===== src/rtl/ac3_pkg.sv =====
// rtl/ac3_pkg.sv - shared state type and width helpers for the AC3 accumulator
package ac3_pkg;

  typedef enum logic [1:0] {IDLE, ACC, HOLD} ac3_state_t;

  function automatic int ac3_in_w(input int m, input int pa, input int pw);
    return $clog2(m) + pa + pw + 1;
  endfunction

  function automatic int ac3_acc_w(input int m, input int pa, input int pw, input int mno);
    return $clog2(m) + pa + pw + $clog2(mno) + 1;
  endfunction

endpackage


===== src/rtl/ac3_lane.sv =====
// rtl/ac3_lane.sv - one accumulation channel: sign-extend, add, overflow detect, wrap or saturate
module ac3_lane #(
  parameter int IN_W  = 17,
  parameter int ACC_W = 26,
  parameter int SAT   = 0
) (
  input  logic             clk,
  input  logic             rst,
  input  logic             i_clr,
  input  logic             i_en,
  input  logic [IN_W-1:0]  i_data,
  output logic [ACC_W-1:0] o_acc,
  output logic             o_ovf
);

  // Wide enough for either operand plus a carry, even when the input is wider than the accumulator.
  localparam int SUM_W = ((IN_W > ACC_W) ? IN_W : ACC_W) + 1;

  logic [ACC_W-1:0]     r_acc;
  logic                 r_ovf;
  logic [SUM_W-1:0]     w_acc_x;
  logic [SUM_W-1:0]     w_in_x;
  logic [SUM_W-1:0]     w_sum;
  logic [SUM_W-ACC_W:0] w_top;
  logic                 w_ovf;
  logic [ACC_W-1:0]     w_next;

  assign w_acc_x = {{(SUM_W-ACC_W){r_acc[ACC_W-1]}}, r_acc};
  assign w_in_x  = {{(SUM_W-IN_W){i_data[IN_W-1]}}, i_data};
  assign w_sum   = w_acc_x + w_in_x;

  // Result fits in ACC_W only if every bit above the new sign bit matches it.
  assign w_top = w_sum[SUM_W-1:ACC_W-1];
  assign w_ovf = !((&w_top) || !(|w_top));

  always_comb begin
    w_next = w_sum[ACC_W-1:0];
    if ((SAT != 0) && w_ovf) begin
      w_next = w_sum[SUM_W-1] ? {1'b1, {(ACC_W-1){1'b0}}} : {1'b0, {(ACC_W-1){1'b1}}};
    end
  end

  always_ff @(posedge clk) begin
    if (rst || i_clr) begin
      r_acc <= '0;
      r_ovf <= 1'b0;
    end else if (i_en) begin
      r_acc <= w_next;
      r_ovf <= r_ovf | w_ovf;
    end
  end

  assign o_acc = r_acc;
  assign o_ovf = r_ovf;

endmodule


===== src/rtl/ac3_accumulator.sv =====
// rtl/ac3_accumulator.sv - third-stage multi-channel accumulator with operand count and valid/ready handshake
module ac3_accumulator
  import ac3_pkg::*;
#(
  parameter int M     = 16,
  parameter int Pa    = 8,
  parameter int Pw    = 4,
  parameter int MNO   = 288,
  parameter int N_CH  = 4,
  parameter int IN_W  = ac3_in_w(M, Pa, Pw),
  parameter int ACC_W = ac3_acc_w(M, Pa, Pw, MNO),
  parameter int SAT   = 0
) (
  input  logic                     clk,
  input  logic                     rst,
  input  logic                     start,
  input  logic [$clog2(MNO+1)-1:0] num_ops,
  output logic                     cfg_err,
  input  logic                     in_valid,
  output logic                     in_ready,
  input  logic [N_CH*IN_W-1:0]     in_data,
  output logic                     out_valid,
  input  logic                     out_ready,
  output logic [N_CH*ACC_W-1:0]    out_data,
  output logic [N_CH-1:0]          out_ovf
);

  localparam int                NOPS_W = $clog2(MNO + 1);
  localparam logic [NOPS_W-1:0] MNO_V  = NOPS_W'(MNO);
  localparam logic [NOPS_W-1:0] ONE_V  = NOPS_W'(1);

  ac3_state_t        r_state;
  logic [NOPS_W-1:0] r_cnt;
  logic [NOPS_W-1:0] r_ops_q;
  logic              r_out_valid;
  logic              r_cfg_err;
  logic              w_ops_ok;
  logic              w_beat;
  logic              w_last;
  logic              w_clr;

  assign w_ops_ok = (num_ops != '0) && (num_ops <= MNO_V);
  assign in_ready = (r_state == ACC);
  assign w_beat   = in_valid && in_ready;
  assign w_last   = w_beat && (r_cnt == (r_ops_q - ONE_V));
  // Lanes clear on any accepted start, including the back-to-back start out of HOLD.
  assign w_clr    = start && w_ops_ok && ((r_state == IDLE) || ((r_state == HOLD) && out_ready));

  always_ff @(posedge clk) begin
    if (rst) begin
      r_state     <= IDLE;
      r_cnt       <= '0;
      r_ops_q     <= '0;
      r_out_valid <= 1'b0;
      r_cfg_err   <= 1'b0;
    end else begin
      r_cfg_err <= 1'b0;
      case (r_state)
        IDLE: begin
          if (start) begin
            if (w_ops_ok) begin
              r_ops_q <= num_ops;
              r_cnt   <= '0;
              r_state <= ACC;
            end else begin
              r_cfg_err <= 1'b1;
            end
          end
        end
        ACC: begin
          if (w_beat) begin
            r_cnt <= r_cnt + ONE_V;
            if (w_last) begin
              r_state     <= HOLD;
              r_out_valid <= 1'b1;
            end
          end
        end
        HOLD: begin
          if (out_ready) begin
            r_out_valid <= 1'b0;
            if (start && w_ops_ok) begin
              r_ops_q <= num_ops;
              r_cnt   <= '0;
              r_state <= ACC;
            end else begin
              r_state   <= IDLE;
              r_cfg_err <= start;
            end
          end
        end
        default: r_state <= IDLE;
      endcase
    end
  end

  assign out_valid = r_out_valid;
  assign cfg_err   = r_cfg_err;

  for (genvar c = 0; c < N_CH; c++) begin : g_lane
    ac3_lane #(
      .IN_W (IN_W),
      .ACC_W(ACC_W),
      .SAT  (SAT)
    ) u_lane (
      .clk   (clk),
      .rst   (rst),
      .i_clr (w_clr),
      .i_en  (w_beat),
      .i_data(in_data[c*IN_W +: IN_W]),
      .o_acc (out_data[c*ACC_W +: ACC_W]),
      .o_ovf (out_ovf[c])
    );
  end

endmodule


===== config.mk =====
export PLATFORM = sky130hd
export DESIGN_NAME = ac3_accumulator
export DESIGN_NICKNAME = d
export VERILOG_FILES = /design/src/rtl/ac3_pkg.sv /design/src/rtl/ac3_lane.sv /design/src/rtl/ac3_accumulator.sv
export SDC_FILE = /design/constraint.sdc
export NUM_CORES = 1
export LEC_CHECK = 0
export ABC_AREA = 1
export CAP_MARGIN = 40
export CORE_MARGIN = 3
export CORE_UTILIZATION = 45
export DETAILED_ROUTE_END_ITERATION = 8
export PLACE_DENSITY = 0.74
export REMOVE_ABC_BUFFERS = 1
export SLEW_MARGIN = 30
export SYNTH_ARGS = -nofsm -noshare
export SYNTH_HDL_FRONTEND = slang
export SYNTH_SLANG_ARGS = --single-unit

===== constraint.sdc =====
create_clock -name clk -period 1.8 [get_ports clk]
set_input_delay 0.27 -clock clk [delete_from_list [all_inputs] [get_ports clk]]
set_output_delay 0.27 -clock clk [all_outputs]
set_load 0.1 [all_outputs]

* After elaboration in Yosys (flattened, before gate mapping)
Cells that the tools add are included.
** Storage, ports and cells
- Register bits after elaboration :: 130
- Logic and storage cells :: 97
** Operators by class
- Add/subtract/negate cells :: 6
- Order comparisons :: 1
- Equality and inequality tests :: 9
- Mux-type cells :: 27
- Bitwise logic cells :: 4
- Reductions and logical operators :: 37
** Operators by type and width (count)
- adder 26 x 17 -> 27 bit :: 4
- two-way mux 9 bit :: 9
- case mux 9 bit (3 select lines) :: 1
- case mux 9 bit (2 select lines) :: 1
- two-way mux 2 bit :: 5
- AND reduction 5 bit :: 2
- adder 9 x 1 -> 9 bit, second input constant :: 1
- == test 9 bit :: 1
- less-or-equal comparator 9 bit, second input constant :: 1
- nonzero test 9 bit :: 1
- subtractor 9 x 1 -> 9 bit, second input constant :: 1
- logical NOT 1 bit :: 8
- two-way mux 1 bit :: 8
- AND reduction 2 bit :: 4
- OR reduction 2 bit :: 4
- logical AND 1 bit :: 6
- logical OR 1 bit :: 6
- inequality test 2 x 1 -> 1 bit, second input constant :: 3
- inequality test 2 bit, second input constant :: 3
- case mux 2 bit (3 select lines) :: 1
- AND reduction 6 bit :: 1
- bitwise OR 1 bit :: 4
- case mux 1 bit (2 select lines) :: 2
- AND reduction 4 bit :: 1
- other kinds (5) :: 6

* Depth between registers and ports, before layout
Gate-level depths: netlist of run 1.
- Depth in word-level cells :: 6
- Depth in mapped cells :: 14
- Depth with buffers taken out :: 14

* Modules after synthesis
Synthesis of run 1 repeated with hierarchy kept, for this count alone.
** Unflattened totals
- Cells, all modules :: 2135
- Area total of the unflattened synthesis :: 12627.1 µm²
** By module, submodules not included
- ac3_lane at g_lane[0].u_lane ... :: instances 2, cells each 481, area an instance 2806.4 µm², seq. area each 540.5 µm²
- ac3_lane at g_lane[3].u_lane :: instances 1, cells each 482, area an instance 2807.7 µm², seq. area each 540.5 µm²
- ac3_lane at g_lane[2].u_lane :: instances 1, cells each 476, area an instance 2783.9 µm², seq. area each 540.5 µm²
- ac3_accumulator :: instances 1, cells each 215, area an instance 1422.6 µm², seq. area each 440.4 µm²

* Worst setup path after synthesis of run 1
No wires, ideal clock.
- Kind :: flip-flop to flip-flop
- From :: reg g_lane[3].u_lane.r_acc[0]
- To :: reg g_lane[3].u_lane.r_acc[16]
- Library setup time :: 0.109 ns
- Arrival time :: 2.475 ns
- Required time :: 1.691 ns
- Slack :: -0.783 ns
- Cell stages (with the launch flop) :: 13
- Path buffers :: 0
- Period minus slack after synthesis :: 2.583 ns
- Cells stage by stage :: dfxtp_1 > ha_1 > inv_1 > fa_1 > nor2_1 > nor2_1 > nor2_1 > nor2_1 > or2_1 > nand3_1 > nand3_1 > nand2_1 > inv_1
** On the way
- Cells in the longest elaborated chain, start to end :: 1
** Ends and longest elaborated chain
- from (decl) :: RTL line ac3_lane.sv:19 : logic [ACC_W-1:0] r_acc;
- from (signal assigned) :: RTL line ac3_lane.sv:48 : r_acc <= w_next;
- adder 26 x 17 -> 27 bit :: RTL line ac3_lane.sv:30 : assign w_sum = w_acc_x + w_in_x;
No other way between the ends.
A chain may end at the register's enable or synchronous reset.

* Worst setup path in the final report of run 1
- From :: reg g_lane[3].u_lane.r_acc[0]
- To :: reg g_lane[3].u_lane.r_acc[22]
The elaborated chain is that of the path after synthesis.

==> impl_metrics.yaml, run 1 <==
power:
  power.density_mw_per_mm2: 541
  power_switching_share_pct: 38.1
  p_int_uw: 7480
  p_comb_share_pct: 42.7
  power_switching_uw: 4590
  p_clk_share_pct: 31.3
  peakVddDrop_mv: 0.445
  seqPwrFrac_pct: 25.9
  power_uw: 12100
  p_leak_uw: 0.0108
cts:
  clock_sinks: 130
  clockRootBuffer: "clkbuf_16"
  ctsHoldBuffers: 0
  clk_latency_ns: 0.44
  cts_max_level: 4
  cts_buffers: 17
  cts_max_path_buffers: 2
  clk_pin_slew_ns: 0.07
  cts_tree: "done"
worst_setup_path:
  critPathKind: "register to register"
  slowest_delay_ns: 0.36
  path_cells: "ha_4 > inv_2 > fa_2 > nor2_4 > nor2_4 > o21ai_2 > nand3_1 > nand3_1 > nand2_1 > nand3_1 > nand2_1 > inv_1"
  crit_buf_inv: 2
  timing.rr.start: "g_lane[3].u_lane.o_acc[0]"
  critPathMaxFanout: 3
  r2r_slack_ns: -0.21
  cpMostUsedCell: "nand3_1"
  crit_path_start: "g_lane[3].u_lane.o_acc[0]"
  rr_worst_depth: 12
  cpLargestDelayFamily: "simple AND/OR/NAND/NOR gates"
  required_ns: 2.18
  r2r_end: "g_lane[3].u_lane.o_acc[22]"
  slowest_stage: "fa_2"
  startpoint_type: "register"
  end_kind: "register"
  crit_arrival_ns: 2.39
synthesis:
  synthesis.instances: 2043
  synth.distinct_cells: 46
  seq_area_frac_synth_pct: 21.0
  yosys.area.top_type: "dfxtp_1"
  async_reset_ff_share_pct: 0
  syn_area_mm2: 0.0124
  synth_ff_type: "dfxtp_1"
  synth-seq-cells: 130
  avgSynthCellArea_um2: 6.06
  synth_area_leaders: "dfxtp_1 (21%), nand2_1 (18%), ha_1 (11%), inv_1 (9.3%), a21oi_1 (7.3%)"
  synth_top_area_share_pct: 21.0
  synth_warnings: 0
  synth-edff-count: 0
worst_hold_path:
  whs_path_depth: 4
  whs_endpoint: "g_lane[0].u_lane.o_acc[0]"
  worstHoldStart: "in_data[0]"
  hold_class: "primary input to register"
sta:
  max_slew_margin_pct: 70.5
  fin_skew_ns: 0.0147
  setup_viol: 24
  tightest_slew_ns: 0.441
  hold_ws_ns: 0.328
  rsz0062_at_grt: "true"
  finalWorstSetupSlack_ns: -0.207
  hold_viol: 0
  period_needed_ns: 2.01
  slew_violations: 0
  max_freq_mhz: 498
  period_share_pct: 112
run_status:
  outcome: "complete, but fails checks"
  violations: "negative setup slack"
drt:
  drt_iter0_markers: 1372
  drt-total-wl_um: 52500
  drc: 0
  wl_per_cell_um: 17.5
  viasPerCell: 5.52
  ant_nets: 0
  dr.pass1.iters: 6
  dr_total_vias: 16562
finish:
  drive_gt1_share_pct: 42.9
  finalNetCount: 2835
  stdcell_count: 3000
  flow.area_growth_from_synthesis_pct: 80.2
die:
  core_mm2: 0.0270
  design.die.area_mm2: 0.0295
  die_w_um: 172
  rows: 60
  start_util_pct: 45.8
  ios: 193
  die_height_um: 172
flow_run:
  cap_violations: 0
grt:
  grt.overflow.total: 0
  track_usage_pct: 30.0
  grt_pass1_wl_um: 72600
  grt_max_degree: 41
  grt_pass1_vias: 15285
  antenna_found_initial: 5
placed_design:
  hpwl_um: 34800
  io_buffers: 192
  placedCellCount: 2926
  pre_cts_slack_ns: -0.664
  gp_congestion: 0.951
==> stage by stage <==
stage          setup TNS [ns]  util (%)  instance area [um2]
3_3_place_gp           -46.23      68.1                18400
3_5_place_dp           -50.85      68.1                18400
2_1_floorplan         -197.71         -                12100
6_report                -1.58      82.6                22300
5_1_grt                 -4.75      82.6                22300
4_1_cts                -0.128      74.6                20200
==> state kept, by name (all words and copies together), names as in the netlist <==
name,count
out_valid,1
r_cnt,9
r_ops_q,9
r_state,2
cfg_err,1
g_lane.u_lane.o_acc,104
g_lane.u_lane.o_ovf,4
==> cells in the mapped netlist (4+ instances only) <==
cell type and number:
buf_2 22, nor3_1 25, nand2_2 4, nand4_1 40
dfxtp_1 130, o21ai_0 35, nand3_2 5, xnor2_1 36
nand3_1 148, or2_2 12, xor2_1 27, fa_1 4
a21oi_1 181, ha_1 106, nor2_1 183, or2_0 4
inv_2 9, o21bai_1 42, nand2_1 586, buf_4 11
and2_1 6, inv_1 308, o21a_1 39, o21ai_1 45
==> cells in the final DEF, fill, tap and decap left out, types with 30 or more instances in the layout <==
cell type / count
nor2_1: 90
inv_1: 284
nor2_4: 32
dfxtp_2: 47
inv_2: 32
xnor2_1: 34
nand2_2: 96
o21bai_1: 30
ha_4: 94
a21oi_2: 44
a21oi_1: 126
nor2_2: 64
o21ai_1: 54
nand4_1: 40
nand2_1: 478
dfxtp_1: 80
nand3_2: 38
buf_4: 422
clkdlybuf4s50_1: 57
o21a_1: 39
buf_12: 103
nand3_1: 109
==> tightest hold or removal path: cells and delay by family <==
family / cells / cell delay, ns
adders and majority gates: 1 / 0.14
and+or+nand+nor: 1 / 0.05
buffers and inverters: 1 / 0.15
AOI/OAI and AO/OA: 1 / 0.12
==> power by group through the flow <==
stage	clock network, uW	registers, uW	logic, uW
final	3790	3130	5160
after global placement	0	3140	4120
after CTS	3800	3100	4470
after detailed placement	0	3140	4180
after global routing	3940	3140	5460
after floorplan	0	3860	1570
==> how the worst max path moves through the flow <==
stage / endpoint / slack [ns] / depth (start not counted)
2_1_floorplan: g_lane[0].u_lane.o_acc[1] / -2.55 / 7
3_3_place_gp: g_lane[2].u_lane.o_acc[17] / -0.63 / 13
3_5_place_dp: g_lane[2].u_lane.o_acc[12] / -0.66 / 11
4_1_cts: g_lane[3].u_lane.o_acc[16] / -0.05 / 12
5_1_grt: g_lane[1].u_lane.o_acc[21] / -0.23 / 10
6_report: g_lane[3].u_lane.o_acc[22] / -0.21 / 12
==> timing repair <==
action                                  CTS  global route
setup buffers                             8            27
pin swaps                                39           149
cloned                                    4             0
hold endpoints to repair                  0             0
gates resized for setup                 208           469
endpoints found under the setup margin   75            97
==> routing by layer <==
metal / GRT usage, % / part of all wire, % / vias to the layer above
met4: 12.5 / 5.8 / 4
met2: 51.1 / 48 / 821
met1: 37.6 / 39 / 7672
met3: 4.89 / 7.0 / 264
li1: - / - / 7801
met5: 0 / 0.046 / -
==> cell type report <==
class / count / area (um2)
well taps: 341 / 427
clock buffers: 18 / 439
fillers: 1646 / 4700
diodes: 3 / 7.51
flip-flops and latches: 130 / 2670
inverters: 320 / 1210
repair buffers: 623 / 6310
clock inverters: 14 / 176
multi-input cells: 1551 / 11100
==> kinds of logic (layout without fill, tap and decap cells) <==
| family | count (synthesis) | count (layout) | synth area share, % |
|---|---|---|---|
| AND/OR/NAND/NOR | 1030 | 1030 | 35.2 |
| buffers and inverters | 362 | 975 | 11.9 |
| AO/OA/AOI/OAI | 347 | 347 | 15.9 |
| flip-flops | 130 | 130 | 21.0 |
| adder cells (fa/ha/maj) | 110 | 110 | 11.4 |
| XOR/XNOR | 64 | 64 | 4.64 |
| other | 0 | 3 | 0 |
Note: power is estimated with default switching activity, not from simulation.
==> run 2, diff against run 1 <==
Settings changed: CAP_MARGIN 40 to not set.
==> results of run 2 <==
Same layout as run 1: the final DEF is identical, and so are final timing and power.
